===== config.mk =====
export PLATFORM = sky130hd
export DESIGN_NAME = avmm_burst_responder_flat
export DESIGN_NICKNAME = d
export VERILOG_FILES = /design/src/rtl/avmm_burst_responder_if.sv /design/src/rtl/avmm_burst_responder.sv /design/src/flat_wrapper.sv
export SDC_FILE = /design/constraint.sdc
export NUM_CORES = 2
export LEC_CHECK = 0
export ABC_AREA = 1
export ABC_CLOCK_PERIOD_IN_PS = 4890
export BUFFER_PORTS_ARGS = -buffer_cell sky130_fd_sc_hd__buf_2
export CAP_MARGIN = 10
export CELL_PAD_IN_SITES_DETAIL_PLACEMENT = 1
export CELL_PAD_IN_SITES_GLOBAL_PLACEMENT = 1
export CORE_MARGIN = 2
export CORE_UTILIZATION = 49
export CTS_CLUSTER_DIAMETER = 150
export DETAILED_ROUTE_END_ITERATION = 10
export PLACE_DENSITY_LB_ADDON = 0.15
export SETUP_SLACK_MARGIN = 0.1
export SKIP_CTS_REPAIR_TIMING = 1
export SLEW_MARGIN = 20
export SYNTH_ARGS = -nofsm -noshare
export SYNTH_HDL_FRONTEND = slang
export SYNTH_SLANG_ARGS = --single-unit

===== constraint.sdc =====
create_clock -name clk -period 4.89 [get_ports clk]
set_clock_uncertainty 0.2 [all_clocks]
set_input_delay 0.2445 -clock clk [delete_from_list [all_inputs] [get_ports clk]]
set_output_delay 0.2445 -clock clk [all_outputs]
set_load 0.02 [all_outputs]

===== src/rtl/avmm_burst_responder_if.sv =====
// Avalon-MM link between a master and the burst responder.
// Slave modport: responder drives waitrequest and the read/write response side.
interface avmm_if #(
    parameter int ADDR_WIDTH       = 32,
    parameter int DATA_WIDTH       = 64,
    parameter int BURSTCOUNT_WIDTH = 7
);
    logic [ADDR_WIDTH-1:0]       address;
    logic [BURSTCOUNT_WIDTH-1:0] burstcount;
    logic [DATA_WIDTH-1:0]       writedata;
    logic [DATA_WIDTH/8-1:0]     byteenable;
    logic                        write;
    logic                        read;
    logic                        waitrequest;
    logic [DATA_WIDTH-1:0]       readdata;
    logic                        readdatavalid;
    logic [1:0]                  response;
    logic                        writeresponsevalid;

    modport slave (
        input  address, burstcount, writedata, byteenable, write, read,
        output waitrequest, readdata, readdatavalid, response,
        output writeresponsevalid
    );

    modport master (
        output address, burstcount, writedata, byteenable, write, read,
        input  waitrequest, readdata, readdatavalid, response,
        input  writeresponsevalid
    );
endinterface


===== src/rtl/avmm_burst_responder.sv =====
// Avalon-MM burst responder backed by a flop word array.
// Per-beat range checks; one write response per write burst.
module avmm_burst_responder #(
    parameter int ADDR_WIDTH       = 32,
    parameter int DATA_WIDTH       = 64,
    parameter int BURSTCOUNT_WIDTH = 7,
    parameter int DEPTH_WORDS      = 16
) (
    input logic   clk,
    input logic   rst,
    avmm_if.slave avmm
);
    localparam int NB   = DATA_WIDTH / 8;
    localparam int OFFW = $clog2(NB);
    localparam int WW   = ADDR_WIDTH - OFFW;
    localparam int IW   = $clog2(DEPTH_WORDS);

    localparam logic [1:0] OKAY   = 2'b00;
    localparam logic [1:0] SLVERR = 2'b10;

    typedef enum logic [1:0] {
        IDLE,
        WR_BURST,
        RD_BURST
    } state_t;

    state_t state, state_nx;

    logic [DATA_WIDTH-1:0]       mem [DEPTH_WORDS];
    logic [WW-1:0]               cur_word;
    logic [WW-1:0]               beat_word;
    logic [BURSTCOUNT_WIDTH-1:0] remaining;
    logic [BURSTCOUNT_WIDTH-1:0] remaining_nx;
    logic [BURSTCOUNT_WIDTH-1:0] bc;
    logic                        err;
    logic                        err_nx;
    logic                        in_range;
    logic                        wr_beat;
    logic                        rd_beat;
    logic                        last_wr;
    logic [IW-1:0]               idx;

    logic [DATA_WIDTH-1:0] rdata_q;
    logic                  rdv_q;
    logic                  wrv_q;
    logic [1:0]            rsp_q;

    assign avmm.waitrequest        = rst | (state == RD_BURST);
    assign avmm.readdata           = rst ? '0 : rdata_q;
    assign avmm.readdatavalid      = rdv_q & ~rst;
    assign avmm.writeresponsevalid = wrv_q & ~rst;
    assign avmm.response           = rst ? 2'b00 : rsp_q;

    always_comb begin
        state_nx     = state;
        wr_beat      = 1'b0;
        rd_beat      = 1'b0;
        beat_word    = cur_word;
        remaining_nx = remaining;
        bc           = (avmm.burstcount == '0)
                     ? BURSTCOUNT_WIDTH'(1) : avmm.burstcount;
        unique case (state)
            IDLE: begin
                beat_word    = avmm.address[ADDR_WIDTH-1:OFFW];
                remaining_nx = bc - BURSTCOUNT_WIDTH'(1);
                // Write wins when a master raises both strobes.
                if (avmm.write) begin
                    wr_beat = 1'b1;
                    if (bc != BURSTCOUNT_WIDTH'(1)) state_nx = WR_BURST;
                end else if (avmm.read) begin
                    rd_beat = 1'b1;
                    if (bc != BURSTCOUNT_WIDTH'(1)) state_nx = RD_BURST;
                end
            end
            WR_BURST: begin
                if (avmm.write) begin
                    wr_beat      = 1'b1;
                    remaining_nx = remaining - BURSTCOUNT_WIDTH'(1);
                    if (remaining == BURSTCOUNT_WIDTH'(1)) state_nx = IDLE;
                end
            end
            RD_BURST: begin
                rd_beat      = 1'b1;
                remaining_nx = remaining - BURSTCOUNT_WIDTH'(1);
                if (remaining == BURSTCOUNT_WIDTH'(1)) state_nx = IDLE;
            end
            default: state_nx = IDLE;
        endcase
        in_range = beat_word < WW'(DEPTH_WORDS);
        idx      = beat_word[IW-1:0];
        last_wr  = wr_beat && (remaining_nx == '0);
        err_nx   = ((state == IDLE) ? 1'b0 : err) | (wr_beat & ~in_range);
    end

    always_ff @(posedge clk) begin
        if (rst) state <= IDLE;
        else     state <= state_nx;
    end

    always_ff @(posedge clk) begin
        if (rst) begin
            for (int i = 0; i < DEPTH_WORDS; i++) mem[i] <= '0;
            cur_word  <= '0;
            remaining <= '0;
            err       <= 1'b0;
            rdata_q   <= '0;
            rdv_q     <= 1'b0;
            wrv_q     <= 1'b0;
            rsp_q     <= OKAY;
        end else begin
            remaining <= remaining_nx;
            err       <= err_nx;
            rdv_q     <= rd_beat;
            wrv_q     <= last_wr;
            if (wr_beat || rd_beat) cur_word <= beat_word + WW'(1);
            if (wr_beat && in_range) begin
                for (int b = 0; b < NB; b++) begin
                    if (avmm.byteenable[b])
                        mem[idx][8*b +: 8] <= avmm.writedata[8*b +: 8];
                end
            end
            rdata_q <= (rd_beat && in_range) ? mem[idx] : '0;
            if ((rd_beat && !in_range) || (last_wr && err_nx))
                rsp_q <= SLVERR;
            else
                rsp_q <= OKAY;
        end
    end
endmodule


===== src/flat_wrapper.sv =====
// flat-port wrapper written by rule: the top's interface ports become plain ports
module avmm_burst_responder_flat 
#(
    parameter int ADDR_WIDTH       = 32,
    parameter int DATA_WIDTH       = 64,
    parameter int BURSTCOUNT_WIDTH = 7,
    parameter int DEPTH_WORDS      = 16
)
  (clk, rst, avmm_address, avmm_burstcount, avmm_writedata, avmm_byteenable, avmm_write, avmm_read, avmm_waitrequest, avmm_readdata, avmm_readdatavalid, avmm_response, avmm_writeresponsevalid);
  avmm_if #(.ADDR_WIDTH(ADDR_WIDTH), .DATA_WIDTH(DATA_WIDTH), .BURSTCOUNT_WIDTH(BURSTCOUNT_WIDTH)) avmm_i ();
  input logic clk;
  input logic rst;
  input wire logic [$bits(avmm_i.address)-1:0] avmm_address;
  input wire logic [$bits(avmm_i.burstcount)-1:0] avmm_burstcount;
  input wire logic [$bits(avmm_i.writedata)-1:0] avmm_writedata;
  input wire logic [$bits(avmm_i.byteenable)-1:0] avmm_byteenable;
  input wire logic [$bits(avmm_i.write)-1:0] avmm_write;
  input wire logic [$bits(avmm_i.read)-1:0] avmm_read;
  output wire logic [$bits(avmm_i.waitrequest)-1:0] avmm_waitrequest;
  output wire logic [$bits(avmm_i.readdata)-1:0] avmm_readdata;
  output wire logic [$bits(avmm_i.readdatavalid)-1:0] avmm_readdatavalid;
  output wire logic [$bits(avmm_i.response)-1:0] avmm_response;
  output wire logic [$bits(avmm_i.writeresponsevalid)-1:0] avmm_writeresponsevalid;
  assign avmm_i.address = avmm_address;
  assign avmm_i.burstcount = avmm_burstcount;
  assign avmm_i.writedata = avmm_writedata;
  assign avmm_i.byteenable = avmm_byteenable;
  assign avmm_i.write = avmm_write;
  assign avmm_i.read = avmm_read;
  assign avmm_waitrequest = avmm_i.waitrequest;
  assign avmm_readdata = avmm_i.readdata;
  assign avmm_readdatavalid = avmm_i.readdatavalid;
  assign avmm_response = avmm_i.response;
  assign avmm_writeresponsevalid = avmm_i.writeresponsevalid;
  avmm_burst_responder #(.ADDR_WIDTH(ADDR_WIDTH), .DATA_WIDTH(DATA_WIDTH), .BURSTCOUNT_WIDTH(BURSTCOUNT_WIDTH), .DEPTH_WORDS(DEPTH_WORDS)) u_core (.clk(clk), .rst(rst), .avmm(avmm_i));
endmodule

**After elaboration in Yosys (flattened, before gate mapping)**

Memories as Yosys holds them, arrays and structs flattened. A register that Yosys moved wholly into a read port is not among the register bits.
Cells that the tools add are included.

- Bits in registers: 43
- Memory bits (writable): 1,024
- Bits of input ports: 115
- Output and inout port bits: 69
- Logic and storage cells: 99
- Memories kept: 1

- Add/subtract/negate cells: 3
- Magnitude comparators: 1
- Equality and inequality tests: 7
- Mux-type cells: 57
- Bitwise logic cells: 8
- Reduce and logical (&&, ||, !) cells: 15

Memories:

| name | words | bits a word | read ports | clocked after memory_dff | wr ports | RTL line | RTL |
|---|---|---|---|---|---|---|---|
| u_core.mem | 16 | 64 | 1 | 1 | 16 | avmm_burst_responder.sv:29 | `logic [DATA_WIDTH-1:0] mem [DEPTH_WORDS];` |

Operator list:

| cell | number |
|---|---|
| $mux 64 | 2 |
| $reduce_or 64->1 | 1 |
| $mux 1 | 39 |
| $add 29x1->29 const B | 1 |
| $lt 29x5->1 const B | 1 |
| $mux 29 | 1 |
| $pmux 7 s3 | 1 |
| $mux 2 | 8 |
| $logic_not 7->1 | 2 |
| $mux 7 | 2 |
| $sub 7x1->7 const B | 2 |
| $mux 8 | 1 |
| $eq 7x1->1 const B | 1 |
| $ne 7x1->1 const B | 1 |
| $pmux 2 s3 | 1 |
| $logic_and 1x1->1 | 5 |
| $mux 4 | 1 |
| $reduce_or 2->1 | 2 |
| $and 1x1->1 | 3 |
| $ne 3x3->1 const B | 1 |
| $not 1->1 | 3 |
| $reduce_and 3->1 | 1 |
| $eq 2x1->1 const B | 1 |
| $eq 2x2->1 const B | 1 |
| 7 further kinds | 9 |

**Logic depth before layout (Yosys ltp)**

- Depth in word-level cells: 9
- Gate-level depth with buffers: 20
- Gate-level depth less buffers: 20

**Least setup slack after synthesis**

No wires, ideal clock.

- Path kind: reg-to-reg
- From: reg u_core.state[0]
- To: mem u_core.mem[2][32], enable pin
- Setup time: 329 ps
- Arrival time: 2,975 ps
- Required time: 4,361 ps
- Slack: 1,386 ps
- Cell stages (with the launch flop): 15
- Buffers on the path: 4
- Clock period less this slack: 3,504 ps
- Path through: dfxtp_1 -> inv_1 -> ha_1 -> buf_6 -> buf_6 -> nand2_1 -> o21ai_1 -> inv_1 -> buf_2 -> clkbuf_1 -> ha_1 -> inv_1 -> nor2_4 -> nand4_4 -> nand2_1

RTL lines:

| item | RTL line | RTL |
|---|---|---|
| from (decl) | avmm_burst_responder.sv:27 | `state_t state, state_nx;` |
| from (signal assigned) | avmm_burst_responder.sv:97 | `else state <= state_nx;` |
| to (decl) | avmm_burst_responder.sv:29 |  |

==> impl_metrics.env <==
export IMPL_status="finished, violations left"
export IMPL_violations="negative hold slack"
export IMPL_p_per_area_mw_per_mm2=568
export IMPL_setup_ws_ps=669
export IMPL_dp_cells=6659
export IMPL_ys_ff_latch=1130
export IMPL_finalCritPeriodShare_pct=86.3
export IMPL_synth_top_area_share_pct=57.8
export IMPL_crit_path_end_kind="register"
export IMPL_synthesis_area_per_instance_sq_um=9.91
export IMPL_place_congestion=0.856
export IMPL_ys_types=40
export IMPL_whs_path_depth=7
export IMPL_ys_flop_type="edfxtp_1"
export IMPL_fin_setup_tns_ps=0
export IMPL_root_buffer="clkbuf_16"
export IMPL_dpl_cell_area_sq_mm=0.0550
export IMPL_antenna_found_initial=3
export IMPL_clkSlewWorstSetupHoldPaths_ps=60
export IMPL_cts_tree="built"
export IMPL_routed_wl_mm=163
export IMPL_mappedNetlistArea_sq_mm=0.0532
export IMPL_drive_gt1_share_pct=10.8
export IMPL_finalNetCount=5530
export IMPL_core_sq_mm=0.107
export IMPL_gr_usage_all_layers_pct=29.0
export IMPL_cts_path_max_buffers=3
export IMPL_synth_seq_area_share_pct=61.8
export IMPL_layout_commonest_cell="nor2_1"
export IMPL_clkSinkCount=1130
export IMPL_drv_slew=0
export IMPL_top_level_ports=184
export IMPL_layout_min_cycle_time_ps=4220
export IMPL_grt_pass1_vias=41300
export IMPL_cts_buffers=119
export IMPL_synth_edff_count=1024
export IMPL_hpwl_mm=99.8
export IMPL_setup_viol=0
export IMPL_ant_nets=0
export IMPL_min_to="u_core.cur_word[28]"
export IMPL_rows=120
export IMPL_cp_data_arrival_time_ps=4390
export IMPL_r2r_start="u_core.state[0]"
export IMPL_area_delta_synth_final_pct=10.7
export IMPL_start_util_pct=49.6
export IMPL_drt_iter0_markers=3775
export IMPL_dieArea_sq_mm=0.111
export IMPL_synth_cells=5373
export IMPL_fin_util_pct=54.9
export IMPL_hold_violations=83
export IMPL_final_cell_mix="nor2_1 (1806), edfxtp_1 (1024), nand2_1 (705), o21ai_0 (531), o22ai_1 (256)"
export IMPL_crit_required_ps=5060
export IMPL_vias=40200
export IMPL_power_total_mw=33.5
export IMPL_reg2reg_to="u_core.mem[6][8]"
export IMPL_dp_slack_ps=674
export IMPL_power_leakage_nw=23.8
export IMPL_start_kind="register"
export IMPL_die_x_um=334
export IMPL_cp_max_fo=34
export IMPL_grt_max_degree=247
export IMPL_grt_pass1_wl_mm=248
export IMPL_clock_latency_ps=720
export IMPL_drc=0
export IMPL_firstDrtPassIters=5
export IMPL_worstSetupPathType="register to register"
export IMPL_ir_drop_mv=0.671
export IMPL_design_area_sq_mm=0.0589
export IMPL_routedWlPerCell_um=23.6
export IMPL_async_flop_share_pct=0
export IMPL_slew_headroom_pct=19.0
export IMPL_fin_cells=6912
export IMPL_rsz0062_at_grt="no"
export IMPL_holdWs_ps=-94.0
export IMPL_syn_nets=5500
export IMPL_synthTopCellsByArea="edfxtp_1 (58%), nor2_1 (13%), o21ai_0 (5.0%)"
export IMPL_yosys_warnings=0
export IMPL_worstRegToRegCells=14
export IMPL_die_y_um=334
export IMPL_via_per_inst=5.82
export IMPL_drv_cap=0
export IMPL_worstMarginPinSlew_ps=1220
export IMPL_min_from="avmm_address[31]"
export IMPL_grt_overflow=0
export IMPL_ff2ff_setup_slack_ps=670
export IMPL_hp_class="input port to register"
export IMPL_maxClockFrequency_mhz=237
export IMPL_yosysTopAreaCell="edfxtp_1"
export IMPL_h_tree_depth=3
export IMPL_port_buffers=179
[worst max-delay path: stages (launching register included)]
cell      delay (ps)
dfxtp_1          330
inv_1            120
ha_2             380
buf_4            350
nand2_1          110
o21ai_1          180
nand2_1           80
nor2_1           150
nand2_1           90
nor2_1           140
nand2_1          200
clkinv_8         310
buf_12           410
nand4_2          350
nand2_1          440
[cell usage after synthesis, types with 8 or more instances]
cell type,instances
buf_1,32
o21ai_0,531
dfxtp_1,106
xor2_1,9
nor2_1,1811
o21ai_1,34
nand4_4,121
buf_6,10
edfxtp_1,1024
nand4_1,16
nor2_2,11
o21bai_1,8
buf_8,10
inv_2,10
clkbuf_1,240
ha_1,12
a21oi_1,13
inv_1,235
o22ai_1,256
nor2_4,8
buf_2,59
nand3_1,58
nand2_1,707
[metal layers]
metal	vias up	part of all wire, %	global-route usage [%]
met1	20300	42	39.4
met3	258	5.9	2.99
met5	-	0.016	0
met4	4	2.8	8.85
li1	18300	-	-
met2	1326	49	49.3
[kinds of logic (layout without fill, tap and decap cells)]
kind of cell / after synthesis / in the layout / synth area share [%]
other: 1 / 3 / 0.00705
buffers and inverters: 604 / 738 / 4.80
and+or+nand+nor: 2759 / 2759 / 24.2
AOI/OAI and AO/OA: 858 / 858 / 8.80
xor gates and xnor gates: 9 / 9 / 0.148
adders and majority gates: 12 / 12 / 0.282
DFF: 1130 / 1130 / 61.8
[where the power goes]
group	internal (mW)	leakage, nW	switching, mW
registers	10.9	11.4	0.181
logic	3.43	10.5	10.2
clock network	4.88	1.81	3.85
[layout make-up]
type | count | area, sq um
Antenna cell | 2 | 5.00
Inverter | 249 | 967
Clock inverter | 62 | 434
Fill cell | 11800 | 48400
Multi-Input combinational cell | 3639 | 17900
Timing Repair Buffer | 264 | 1790
Sequential cell | 1130 | 32900
Clock buffer | 163 | 3250
Tap cell | 1403 | 1760
[flip-flops by register name, summed over array words and instances, names as in the netlist]
register          count
u_core.rsp_q          1
u_core.wrv_q          1
u_core.state          2
u_core.err            1
u_core.rdata_q       64
u_core.cur_word      29
u_core.rdv_q          1
u_core.mem         1024
u_core.remaining      7
[worst max path at each step]
stage                    startpoint                 end  slack (ps)  cells after the start
detailed placement  u_core.state[0]  u_core.rdata_q[21]         670                     13
CTS                 u_core.state[0]  u_core.rdata_q[21]         550                     13
floorplan           u_core.state[0]   u_core.mem[2][32]        1390                     14
finish              u_core.state[0]    u_core.mem[6][8]         670                     14
global placement    u_core.state[1]    u_core.mem[6][8]         800                     14
global route        u_core.state[1]   u_core.mem[7][13]         410                     14
Note: power is estimated with default switching activity, not from simulation.
